File: src/rtl/rv_pkg.sv
// Shared fetch-stage types and constants: widths, the NOP encoding and the default reset PC.
package rv_pkg;

  localparam int PC_W = 32;
  localparam int INST_W = 32;
  localparam logic [INST_W-1:0] INST_NOP = 32'h0000_0013;
  localparam logic [PC_W-1:0] DEFAULT_RESET_PC = 32'h0000_0000;

  typedef struct packed {
    logic [PC_W-1:0]   pc;
    logic [INST_W-1:0] inst;
  } fetch_entry_t;

  // Instruction addresses are word aligned; low bits of a target are discarded.
  function automatic logic [PC_W-1:0] align_pc(input logic [PC_W-1:0] pc);
    return pc & ~PC_W'(3);
  endfunction

endpackage

File: src/rtl/inst_fetch_if.sv
// Fetch-stage bundle: instruction-memory request/response, redirect from execute, and decode handoff.
interface inst_fetch_if import rv_pkg::*; ();

  logic              imem_req_valid;
  logic              imem_req_ready;
  logic [PC_W-1:0]   imem_req_addr;
  logic              imem_resp_valid;
  logic [INST_W-1:0] imem_resp_data;
  logic              redirect_valid;
  logic [PC_W-1:0]   redirect_pc;
  logic              id_valid;
  logic              id_ready;
  logic [INST_W-1:0] id_inst;
  logic [PC_W-1:0]   id_pc;
  logic [6:0]        id_opcode;
  logic [2:0]        id_funct3;
  logic [6:0]        id_funct7;

  // The fetch stage is the master; memory, execute and decode together form the slave side.
  modport master (
    output imem_req_valid, imem_req_addr,
    output id_valid, id_inst, id_pc, id_opcode, id_funct3, id_funct7,
    input  imem_req_ready, imem_resp_valid, imem_resp_data,
    input  redirect_valid, redirect_pc, id_ready
  );

  modport slave (
    input  imem_req_valid, imem_req_addr,
    input  id_valid, id_inst, id_pc, id_opcode, id_funct3, id_funct7,
    output imem_req_ready, imem_resp_valid, imem_resp_data,
    output redirect_valid, redirect_pc, id_ready
  );

endinterface

File: src/rtl/inst_fetch_fifo.sv
// fetch_fifo: synchronous circular buffer of {pc, inst} entries; flush beats push and pop.
module fetch_fifo
  import rv_pkg::*;
#(
  parameter int DEPTH = 4,
  localparam int CNT_W = $clog2(DEPTH + 1)
) (
  input  logic             clk,
  input  logic             rst,
  input  logic             flush,
  input  logic             push,
  input  logic             pop,
  input  fetch_entry_t     push_data,
  output fetch_entry_t     head_data,
  output logic             head_valid,
  output logic [CNT_W-1:0] count
);

  localparam int PTR_W = $clog2(DEPTH);

  fetch_entry_t mem [DEPTH];
  logic [PTR_W-1:0] rd_ptr;
  logic [PTR_W-1:0] wr_ptr;

  // DEPTH need not be a power of two, so pointers wrap explicitly.
  function automatic logic [PTR_W-1:0] next_ptr(input logic [PTR_W-1:0] p);
    return (p == PTR_W'(DEPTH - 1)) ? '0 : p + 1'b1;
  endfunction

  always_ff @(posedge clk) begin
    if (rst || flush) begin
      rd_ptr <= '0;
      wr_ptr <= '0;
      count  <= '0;
    end else begin
      if (push) wr_ptr <= next_ptr(wr_ptr);
      if (pop)  rd_ptr <= next_ptr(rd_ptr);
      count <= count + CNT_W'(push) - CNT_W'(pop);
    end
  end

  always_ff @(posedge clk) begin
    if (!rst && !flush && push) mem[wr_ptr] <= push_data;
  end

  assign head_data  = mem[rd_ptr];
  assign head_valid = (count != '0);

endmodule

File: src/rtl/inst_fetch.sv
// inst_fetch: credit-limited sequential fetch with in-order responses, redirect flush and decode buffer.
// Optional INST_FETCH_PERF_EN adds perf_fetched / perf_flushes counters.
module inst_fetch
  import rv_pkg::*;
#(
  parameter logic [PC_W-1:0] RESET_PC = DEFAULT_RESET_PC,
  parameter int DEPTH = 4
) (
  input  logic          clk,
  input  logic          rst,
  inst_fetch_if.master  io
`ifdef INST_FETCH_PERF_EN
  ,
  output logic [31:0]   perf_fetched,
  output logic [31:0]   perf_flushes
`endif
);

  localparam int CNT_W = $clog2(DEPTH + 1);
  localparam int SUM_W = CNT_W + 1;

  logic [PC_W-1:0]  req_pc;
  logic [PC_W-1:0]  resp_pc;
  logic [CNT_W-1:0] outstanding;
  logic [CNT_W-1:0] drop;
  logic [CNT_W-1:0] fifo_count;
  logic [SUM_W-1:0] credit_used;
  logic             head_valid;
  logic             pop;
  logic             req_fire;
  logic             resp_keep;
  fetch_entry_t     head;
  fetch_entry_t     push_entry;

  // An entry leaving the buffer this cycle frees its credit immediately, which keeps L=1 at full rate.
  always_comb begin
    pop               = head_valid & io.id_ready;
    credit_used       = SUM_W'(outstanding) + SUM_W'(fifo_count) - SUM_W'(pop);
    io.imem_req_valid = !rst && !io.redirect_valid && (credit_used < SUM_W'(DEPTH));
    req_fire          = io.imem_req_valid & io.imem_req_ready;
    resp_keep         = io.imem_resp_valid && (drop == '0) && !io.redirect_valid;
    push_entry        = '{pc: resp_pc, inst: io.imem_resp_data};
  end

  // On redirect every request still in flight becomes stale, so drop is reloaded rather than added to.
  always_ff @(posedge clk) begin
    if (rst) begin
      req_pc      <= RESET_PC;
      resp_pc     <= RESET_PC;
      outstanding <= '0;
      drop        <= '0;
    end else if (io.redirect_valid) begin
      req_pc      <= align_pc(io.redirect_pc);
      resp_pc     <= align_pc(io.redirect_pc);
      outstanding <= outstanding - CNT_W'(io.imem_resp_valid);
      drop        <= outstanding - CNT_W'(io.imem_resp_valid);
    end else begin
      if (req_fire)  req_pc  <= req_pc + PC_W'(4);
      if (resp_keep) resp_pc <= resp_pc + PC_W'(4);
      outstanding <= outstanding + CNT_W'(req_fire) - CNT_W'(io.imem_resp_valid);
      if (io.imem_resp_valid && (drop != '0)) drop <= drop - 1'b1;
    end
  end

  fetch_fifo #(.DEPTH(DEPTH)) u_fifo (
    .clk        (clk),
    .rst        (rst),
    .flush      (io.redirect_valid),
    .push       (resp_keep),
    .pop        (pop & ~io.redirect_valid),
    .push_data  (push_entry),
    .head_data  (head),
    .head_valid (head_valid),
    .count      (fifo_count)
  );

  assign io.imem_req_addr = req_pc;
  assign io.id_valid      = head_valid;
  assign io.id_inst       = head_valid ? head.inst : INST_NOP;
  assign io.id_pc         = head_valid ? head.pc : resp_pc;
  assign io.id_opcode     = io.id_inst[6:0];
  assign io.id_funct3     = io.id_inst[14:12];
  assign io.id_funct7     = io.id_inst[31:25];

`ifdef INST_FETCH_PERF_EN
  // A pop coinciding with a redirect is voided, so it is not counted as fetched.
  always_ff @(posedge clk) begin
    if (rst) begin
      perf_fetched <= '0;
      perf_flushes <= '0;
    end else begin
      if (pop && !io.redirect_valid) perf_fetched <= perf_fetched + 32'd1;
      if (io.redirect_valid)         perf_flushes <= perf_flushes + 32'd1;
    end
  end
`endif

endmodule

File: src/flat_wrapper.sv
// flat-port wrapper written by rule: the top's interface ports become plain ports
module inst_fetch_flat import rv_pkg::*;
#(
  parameter logic [PC_W-1:0] RESET_PC = DEFAULT_RESET_PC,
  parameter int DEPTH = 4
)
  (clk, rst, io_imem_req_valid, io_imem_req_addr, io_id_valid, io_id_inst, io_id_pc, io_id_opcode, io_id_funct3, io_id_funct7, io_imem_req_ready, io_imem_resp_valid, io_imem_resp_data, io_redirect_valid, io_redirect_pc, io_id_ready);
  inst_fetch_if io_i ();
  input  logic clk;
  input  logic rst;
  output wire logic [$bits(io_i.imem_req_valid)-1:0] io_imem_req_valid;
  output wire logic [$bits(io_i.imem_req_addr)-1:0] io_imem_req_addr;
  output wire logic [$bits(io_i.id_valid)-1:0] io_id_valid;
  output wire logic [$bits(io_i.id_inst)-1:0] io_id_inst;
  output wire logic [$bits(io_i.id_pc)-1:0] io_id_pc;
  output wire logic [$bits(io_i.id_opcode)-1:0] io_id_opcode;
  output wire logic [$bits(io_i.id_funct3)-1:0] io_id_funct3;
  output wire logic [$bits(io_i.id_funct7)-1:0] io_id_funct7;
  input wire logic [$bits(io_i.imem_req_ready)-1:0] io_imem_req_ready;
  input wire logic [$bits(io_i.imem_resp_valid)-1:0] io_imem_resp_valid;
  input wire logic [$bits(io_i.imem_resp_data)-1:0] io_imem_resp_data;
  input wire logic [$bits(io_i.redirect_valid)-1:0] io_redirect_valid;
  input wire logic [$bits(io_i.redirect_pc)-1:0] io_redirect_pc;
  input wire logic [$bits(io_i.id_ready)-1:0] io_id_ready;
  assign io_imem_req_valid = io_i.imem_req_valid;
  assign io_imem_req_addr = io_i.imem_req_addr;
  assign io_id_valid = io_i.id_valid;
  assign io_id_inst = io_i.id_inst;
  assign io_id_pc = io_i.id_pc;
  assign io_id_opcode = io_i.id_opcode;
  assign io_id_funct3 = io_i.id_funct3;
  assign io_id_funct7 = io_i.id_funct7;
  assign io_i.imem_req_ready = io_imem_req_ready;
  assign io_i.imem_resp_valid = io_imem_resp_valid;
  assign io_i.imem_resp_data = io_imem_resp_data;
  assign io_i.redirect_valid = io_redirect_valid;
  assign io_i.redirect_pc = io_redirect_pc;
  assign io_i.id_ready = io_id_ready;
  inst_fetch #(.RESET_PC(RESET_PC), .DEPTH(DEPTH)) u_core (.clk(clk), .rst(rst), .io(io_i));
endmodule
File: config.mk
export PLATFORM = sky130hd
export DESIGN_NAME = inst_fetch_flat
export DESIGN_NICKNAME = d
export VERILOG_FILES = /design/src/rtl/rv_pkg.sv /design/src/rtl/inst_fetch_if.sv /design/src/rtl/inst_fetch_fifo.sv /design/src/rtl/inst_fetch.sv /design/src/flat_wrapper.sv
export SDC_FILE = /design/constraint.sdc
export NUM_CORES = 1
export LEC_CHECK = 0
export BUFFER_PORTS_ARGS = -buffer_cell sky130_fd_sc_hd__buf_2
export CAP_MARGIN = 20
export CORE_UTILIZATION = 55
export DETAILED_ROUTE_END_ITERATION = 7
export GPL_ROUTABILITY_DRIVEN = 0
export GPL_TIMING_DRIVEN = 0
export PLACE_DENSITY_LB_ADDON = 0.2
export SYNTH_ARGS = -nofsm -noshare
export SYNTH_HDL_FRONTEND = slang
export SYNTH_SLANG_ARGS = --single-unit
File: constraint.sdc
create_clock -name clk -period 4.1 [get_ports clk]
set_input_delay 0.82 -clock clk [delete_from_list [all_inputs] [get_ports clk]]
set_output_delay 0.82 -clock clk [all_outputs]
set_load 0.005 [all_outputs]
# --- Word level (Yosys, flattened, before mapping) ---
# Memory sizes are Yosys's and may differ from the RTL's. A register that Yosys moved wholly into a read port is not among the register bits.
# Index checks and enable logic that the tools add are counted.
totals:
  wordCells: 60
  ff_bits: 77
  in_bits: 70
  out_inout_bits: 115
  ram_bits: 256
  memories: 1
memory_table:
  columns: ["memory", "depth", "word_bits", "rd", "rd_clocked_by_memory_dff", "write_ports", "line_no", "text"]
  rows:
  - ["u_core.u_fifo.mem", 4, 64, 1, 1, 1, "inst_fetch_fifo.sv:21", "fetch_entry_t mem [DEPTH];"]
op_classes:
  bitwise: 4
  order_cmp: 1
  muxes: 15
  n_reduce_logical: 16
  n_eq_ne: 2
  add_sub_neg: 12
op_table:
  columns: ["cell", "count"]
  rows:
  - ["two-way mux 32 bit", 6]
  - ["adder 32 x 3 -> 32 bit (second input constant)", 2]
  - ["two-way mux 3 bit", 3]
  - ["subtractor 3 x 1 -> 3 bit", 3]
  - ["two-way mux 2 bit", 4]
  - ["adder 3 x 1 -> 3 bit", 2]
  - ["logical AND 1 bit", 6]
  - ["nonzero test 2 bit", 3]
  - ["nonzero test 3 bit", 2]
  - ["adder 2 x 1 -> 2 bit (second input constant)", 2]
  - ["adder 3 x 3 -> 4 bit", 1]
  - ["== test 2 bit (second input constant)", 2]
  - ["less-than comparator 4 x 3 -> 1 bit (second input constant)", 1]
  - ["subtractor 4 x 1 -> 4 bit", 1]
  - ["AND 1 bit", 3]
  - ["zero test 3 bit", 1]
  - ["subtractor 3 x 1 -> 3 bit (second input constant)", 1]
  - ["zero test 1 bit", 2]
  - ["two-way mux 1 bit", 2]
  - ["OR reduction 2 bit", 1]
  - ["logical OR 1 bit", 1]
  - ["NOT 1 bit", 1]

# --- Longest topological paths before layout ---
logic_depth:
  depth_word: 9
  ltp_mapped: 18
  depth_no_buf: 17

# --- Hierarchy ---
# A second synthesis with hierarchy kept.
unflattened:
  cells_unflattened: 943
  area_unflattened_um2: 14443.9
by_module_without_submodules:
  columns: ["mod", "area_each_um2", "n_inst", "cells_per_inst", "seq_area_each_um2"]
  rows:
  - ["fetch_fifo", 9765.6, 1, 378, 7867.5]
  - ["inst_fetch", 4678.2, 1, 565, 1321.3]

# --- Worst setup path after synthesis ---
# No wires, ideal clock.
synth_path:
  path_type: "register -> register"
  from: "register u_core.u_fifo.count[1]"
  to: "register u_core.outstanding[2]"
  t_required_ps: 3972
  setup_slack_ps: 400
  stages_incl_launch_ff: 19
  n_path_buf: 1
  setup_time_ps: 128
  synth_period_minus_slack_ps: 3700
  t_arrival_ps: 3573
  cell_sequence: "dfxtp_1 nor3_1 clkinv_1 nand2_1 inv_1 ha_1 inv_1 ha_1 nand3b_1 and2_1 mux2i_1 inv_1 buf_2 ha_1 fa_1 xor2_1 o21ai_0 xnor2_1 nor2_1"
synth_via:
  elab_chain_cells: 9
  elab_cells_between_ends: 10
  classes_between: "add/sub: 4; order compare: 1; mux: 1; bitwise: 2; reduce/logical: 2"
synth_lines:
  columns: ["element", "line_no", "text"]
  rows:
  - ["start, declared", "inst_fetch_fifo.sv:16", "output logic [CNT_W-1:0] count"]
  - ["start signal, assigned", "inst_fetch_fifo.sv:38", "count <= count + CNT_W'(push) - CNT_W'(pop);"]
  - ["parallel branches: the longest is 2 deep, another holds adder 3 x 3 -> 4 bit", null, null]
  - ["subtractor 4 x 1 -> 4 bit (*)", "inst_fetch.sv:38", "credit_used = SUM_W'(outstanding) + SUM_W'(fifo_count) - SUM_W'(pop);"]
  - ["less-than comparator 4 x 3 -> 1 bit (*)", "inst_fetch.sv:39", "io.imem_req_valid = !rst && !io.redirect_valid && (credit_used < SUM_W'(DEPTH));"]
  - ["logical AND 1 bit (*)", "inst_fetch.sv:39", null]
  - ["AND 1 bit (*)", "inst_fetch.sv:40", "req_fire = io.imem_req_valid & io.imem_req_ready;"]
  - ["adder 3 x 1 -> 3 bit (*)", "inst_fetch.sv:60", "outstanding <= outstanding + CNT_W'(req_fire) - CNT_W'(io.imem_resp_valid);"]
  - ["subtractor 3 x 1 -> 3 bit (*)", "inst_fetch.sv:60", null]
  - ["two-way mux 3 bit (*)", "inst_fetch.sv:52", "end else if (io.redirect_valid) begin"]
  - ["end signal, assigned", "inst_fetch.sv:55", "outstanding <= outstanding - CNT_W'(io.imem_resp_valid);"]
  - ["end signal, assigned", "inst_fetch.sv:60", null]
  - ["end, declared", "inst_fetch.sv:24", "logic [CNT_W-1:0] outstanding;"]
# Mark *: on every way between the ends.
# A chain may end at the register's enable or synchronous reset.

# --- Worst setup path after layout ---
# Same ends and word-level chain as after synthesis.

==> impl_metrics.toml <==
[clocking]
cts-root-buf = "clkbuf_16"
cts_num_sinks = 323
clock_latency_ps = 510
cts_tree = "done"
htreeDepth = 2
clk_path_buf_depth = 3
path_clk_slew_ps = 60
cts_buffers = 35

[logic_synthesis]
syn-cell-area_sq_um = 14000
yosysSeqAreaShare = 0.641
synth_top_family_by_area = "simple AND/OR/NAND/NOR gates"
syn_avg_cell_area_sq_um = 13.9
synthAdderAreaFrac = 0.0208
muxShareOfSynthArea = 0.102
synth.ff_latch_count = 323
ys_warn_count = 0
yosys.area_share.simple = 0.105
synth_edf_count = 248
synthDistinctLibCells = 56
synth-xor-area-share = 0.0263
synth_ff_type = "edfxtp_1"
async_reset_ff_frac = 0
syn_inst = 1002
synth-compound-area-share = 0.0660

[power_and_ir_drop]
p_leak_nw = 6.15
p_per_area_nw_per_um2 = 443
seq_power_share = 0.506
p_switching_mw = 1.70
ir_drop_mv = 0.483
p_int_mw = 5.64
comb_power_share = 0.083
swShare = 0.231
clkPwrFrac = 0.412

[timing]
rsz0062_at_grt = "false"
relSlewSlack = 0.418
clock_skew_ps = 11.1
worst_slack_ps = 252
max_freq_ghz = 0.260
finalHoldViolCount = 0
tightest_slew_ps = 865
setup_violations = 0
slew_violations = 0
period_share = 0.939
layout_min_cycle_time_ps = 3850

[routing]
vias_per_cell = 5.79
highest_layer = "met4"
drtAntennaViolNets = 0
dr.pass1.iters = 5
first_iter_violations = 749
routedWlPerCell_um = 19.9
vias = 9121
route.met2.wl_um = 15300
wirelength_um = 31300
met1_length_um = 13300
dr_wl_met3_um = 2040
drc = 0

[setup_path]
critPathMaxStageDelay_ps = 370
critPathArrivalTime_ps = 4220
crit_path_start_kind = "flop"
cp_num_cells = 18
crit_chain = "nor3_4 -> clkinv_4 -> nand2_2 -> inv_1 -> ha_1 -> inv_1 -> ha_1 -> nand3b_1 -> and2_1 -> mux2i_4 -> inv_1 -> buf_2 -> ha_1 -> fa_1 -> xor2_1 -> o21ai_1 -> xnor2_1 -> nor2_1"
cp.buffers_inverters = 5
r2r-end = "u_core.outstanding[2]$_SDFF_PP0_"
worstPathRequired_ps = 4470
crit_fanout = 10
path_class = "reg -> reg"
worstReg2RegStart = "u_core.u_fifo.count[1]$_SDFF_PP0_"
cp_top_family = "adder cells"
endpoint_kind = "flop"
worstSetupStartpoint = "u_core.u_fifo.count[1]$_SDFF_PP0_"
reg2reg_depth = 18
crit_slowest_cell = "dfxtp_1"
cp-endpoint = "u_core.outstanding[2]$_SDFF_PP0_"
regToRegSetupSlack_ps = 250

[placed_design]
hpwlAfterDp_um = 21000
portBuffers = 177
place_ws_ps = -1130

[grt]
grt.total_usage = 0.243
grt_pass1_wl_um = 48800
grt-ovfl-total = 0
antenna_found_initial = 0
grt_max_degree = 56
grt_pass1_vias = 8890

[floorplanning]
num_io_pins = 185
die-area_sq_um = 26000
fp-row-count = 57
start_util = 0.568
core_sq_um = 24600
die_x_um = 161
die_y_um = 161

[outcome]
outcome = "completed"

[layout]
drive_above_1_share = 0.274
finalCoreUtilization = 0.672
most-common-layout-cells = "edfxtp_1, buf_2, nand2_1, dfxtp_1, mux4_2"
layout.cells.most_common = "edfxtp_1"
num-nets-final = 1317
syn2layout_area_growth_pct = 18.4
fill_cells = 1762
antenna_cells = 0

[run]
drv_cap = 0

[hold_path]
hp-start = "u_core.u_fifo.rd_ptr[1]$_SDFFE_PP0P_"
hold_path.class = "reg -> reg"
## routing by layer
layer | GRT usage | up-vias
li1 | - | 4175
met1 | 0.337 | 4486
met2 | 0.404 | 402
met3 | 0.0313 | 58
met4 | 0.0746 | 0
met5 | 0 | -
## cells by family (layout without fill, tap and decap cells)
family / Yosys count / after routing
adders and majority gates: 22 / 22
and+or+nand+nor: 296 / 296
muxes: 65 / 65
DFF: 323 / 323
AOI/OAI and AO/OA: 133 / 133
buffers and inverters: 120 / 366
other: 1 / 4
xor gates and xnor gates: 42 / 42
## cells in the mapped netlist (2+ instances only)
master,count,area share
dfxtp_1,75,0.11
o31a_1,9,0.0056
o21bai_1,5,0.0027
a31oi_1,3,0.0013
and3_1,10,0.0045
fa_1,2,0.0029
nand3_1,19,0.0068
nor2_1,32,0.0086
nand2_1,131,0.035
o2111ai_1,5,0.0031
xnor2_1,15,0.0094
nand4_1,21,0.0094
nor3_1,17,0.0061
nor4_1,7,0.0031
mux4_2,62,0.10
buf_2,8,0.0029
buf_4,21,0.011
mux2i_1,3,0.0022
nor3b_1,2,0.0011
xor2_1,27,0.017
ha_1,20,0.018
inv_1,53,0.014
clkbuf_1,33,0.0089
o21a_1,6,0.0032
and4_1,5,0.0031
o22ai_1,3,0.0013
edfxtp_1,248,0.53
buf_1,3,0.00081
and2_1,36,0.016
a21oi_1,37,0.013
a21boi_0,26,0.014
or2_2,3,0.0013
o31ai_1,2,0.0011
o21ai_0,9,0.0032
o311a_1,4,0.0029
nor3_2,2,0.0014
nand3b_1,2,0.0011
o211ai_1,4,0.0022
a311oi_1,3,0.0019
a211oi_1,12,0.0065
or3_1,2,0.00090
## tightest hold or removal path: stages (launching register included)
cell	delay, ps
dfxtp_1	310
nand2_1	50
a21oi_1	70
## worst min path at each step
stage                                            to  slack (ps)  cells after the start
4_1_cts                                        flop         490                      2
3_3_place_gp   u_core.u_fifo.rd_ptr[1]$_SDFFE_PP0P_         470                      2
6_report                                       flop         500                      2
2_1_floorplan                                  flop         450                      2
5_1_grt          u_core.u_fifo.mem[2][13]$_DFFE_PP_         500                      1
3_5_place_dp   u_core.u_fifo.rd_ptr[1]$_SDFFE_PP0P_         480                      2
## area by class of cell
cell class / count / area (sq um) / area share
Buffer: 66 / 344 / 0.0208
Clock buffer: 47 / 956 / 0.0578
Clock inverter: 16 / 144 / 0.00870
Inverter: 54 / 208 / 0.0126
Multi-Input combinational cell: 562 / 4530 / 0.274
Sequential cell: 323 / 8950 / 0.541
Tap cell: 324 / 405 / 0.0245
Timing Repair Buffer: 183 / 1000 / 0.0607
## stage by stage
| stage | instance area, sq um | power (mW) | cells | hold WS [ps] | TNS (ps) |
|---|---|---|---|---|---|
| 4_1_cts | 16500 | 7.37 | 1574 | 485 | 0 |
| 2_1_floorplan | 14000 | 4.10 | 1005 | 454 | 0 |
| 3_5_place_dp | 15400 | 4.36 | 1510 | 477 | -10850 |
| 5_1_grt | 16500 | 7.56 | 1575 | 505 | 0 |
| 6_report | 16500 | 7.34 | 1575 | 495 | 0 |
| 3_3_place_gp | 15300 | 4.34 | 1506 | 473 | -270130 |
## state kept, by name (all words and copies together), names as in the netlist, named ones only
signal	cells
u_core.u_fifo.mem	248
u_core.drop	3
u_core.io.imem_req_addr	30
u_core.outstanding	3
u_core.resp_pc	30
u_core.u_fifo.wr_ptr	2
u_core.u_fifo.rd_ptr	2
u_core.u_fifo.count	3
## power groups by stage
stage | logic [mW] | registers, mW | clock network (mW)
after detailed placement | 0.590 | 3.77 | 0
after global placement | 0.573 | 3.77 | 0
after global routing | 0.672 | 3.72 | 3.17
after floorplan | 0.354 | 3.74 | 0
final | 0.607 | 3.71 | 3.02
after CTS | 0.607 | 3.71 | 3.06
## what timing repair did
action | 4_1_cts | 5_1_grt
pin swaps | 1 | 1
setup endpoints to repair | 35 | 2
hold endpoints to repair | 0 | 0
setup buffers | 1 | 1
hold buffers | 0 | 0
resized for setup | 7 | 3
Note: power is estimated with default switching activity, not from simulation.
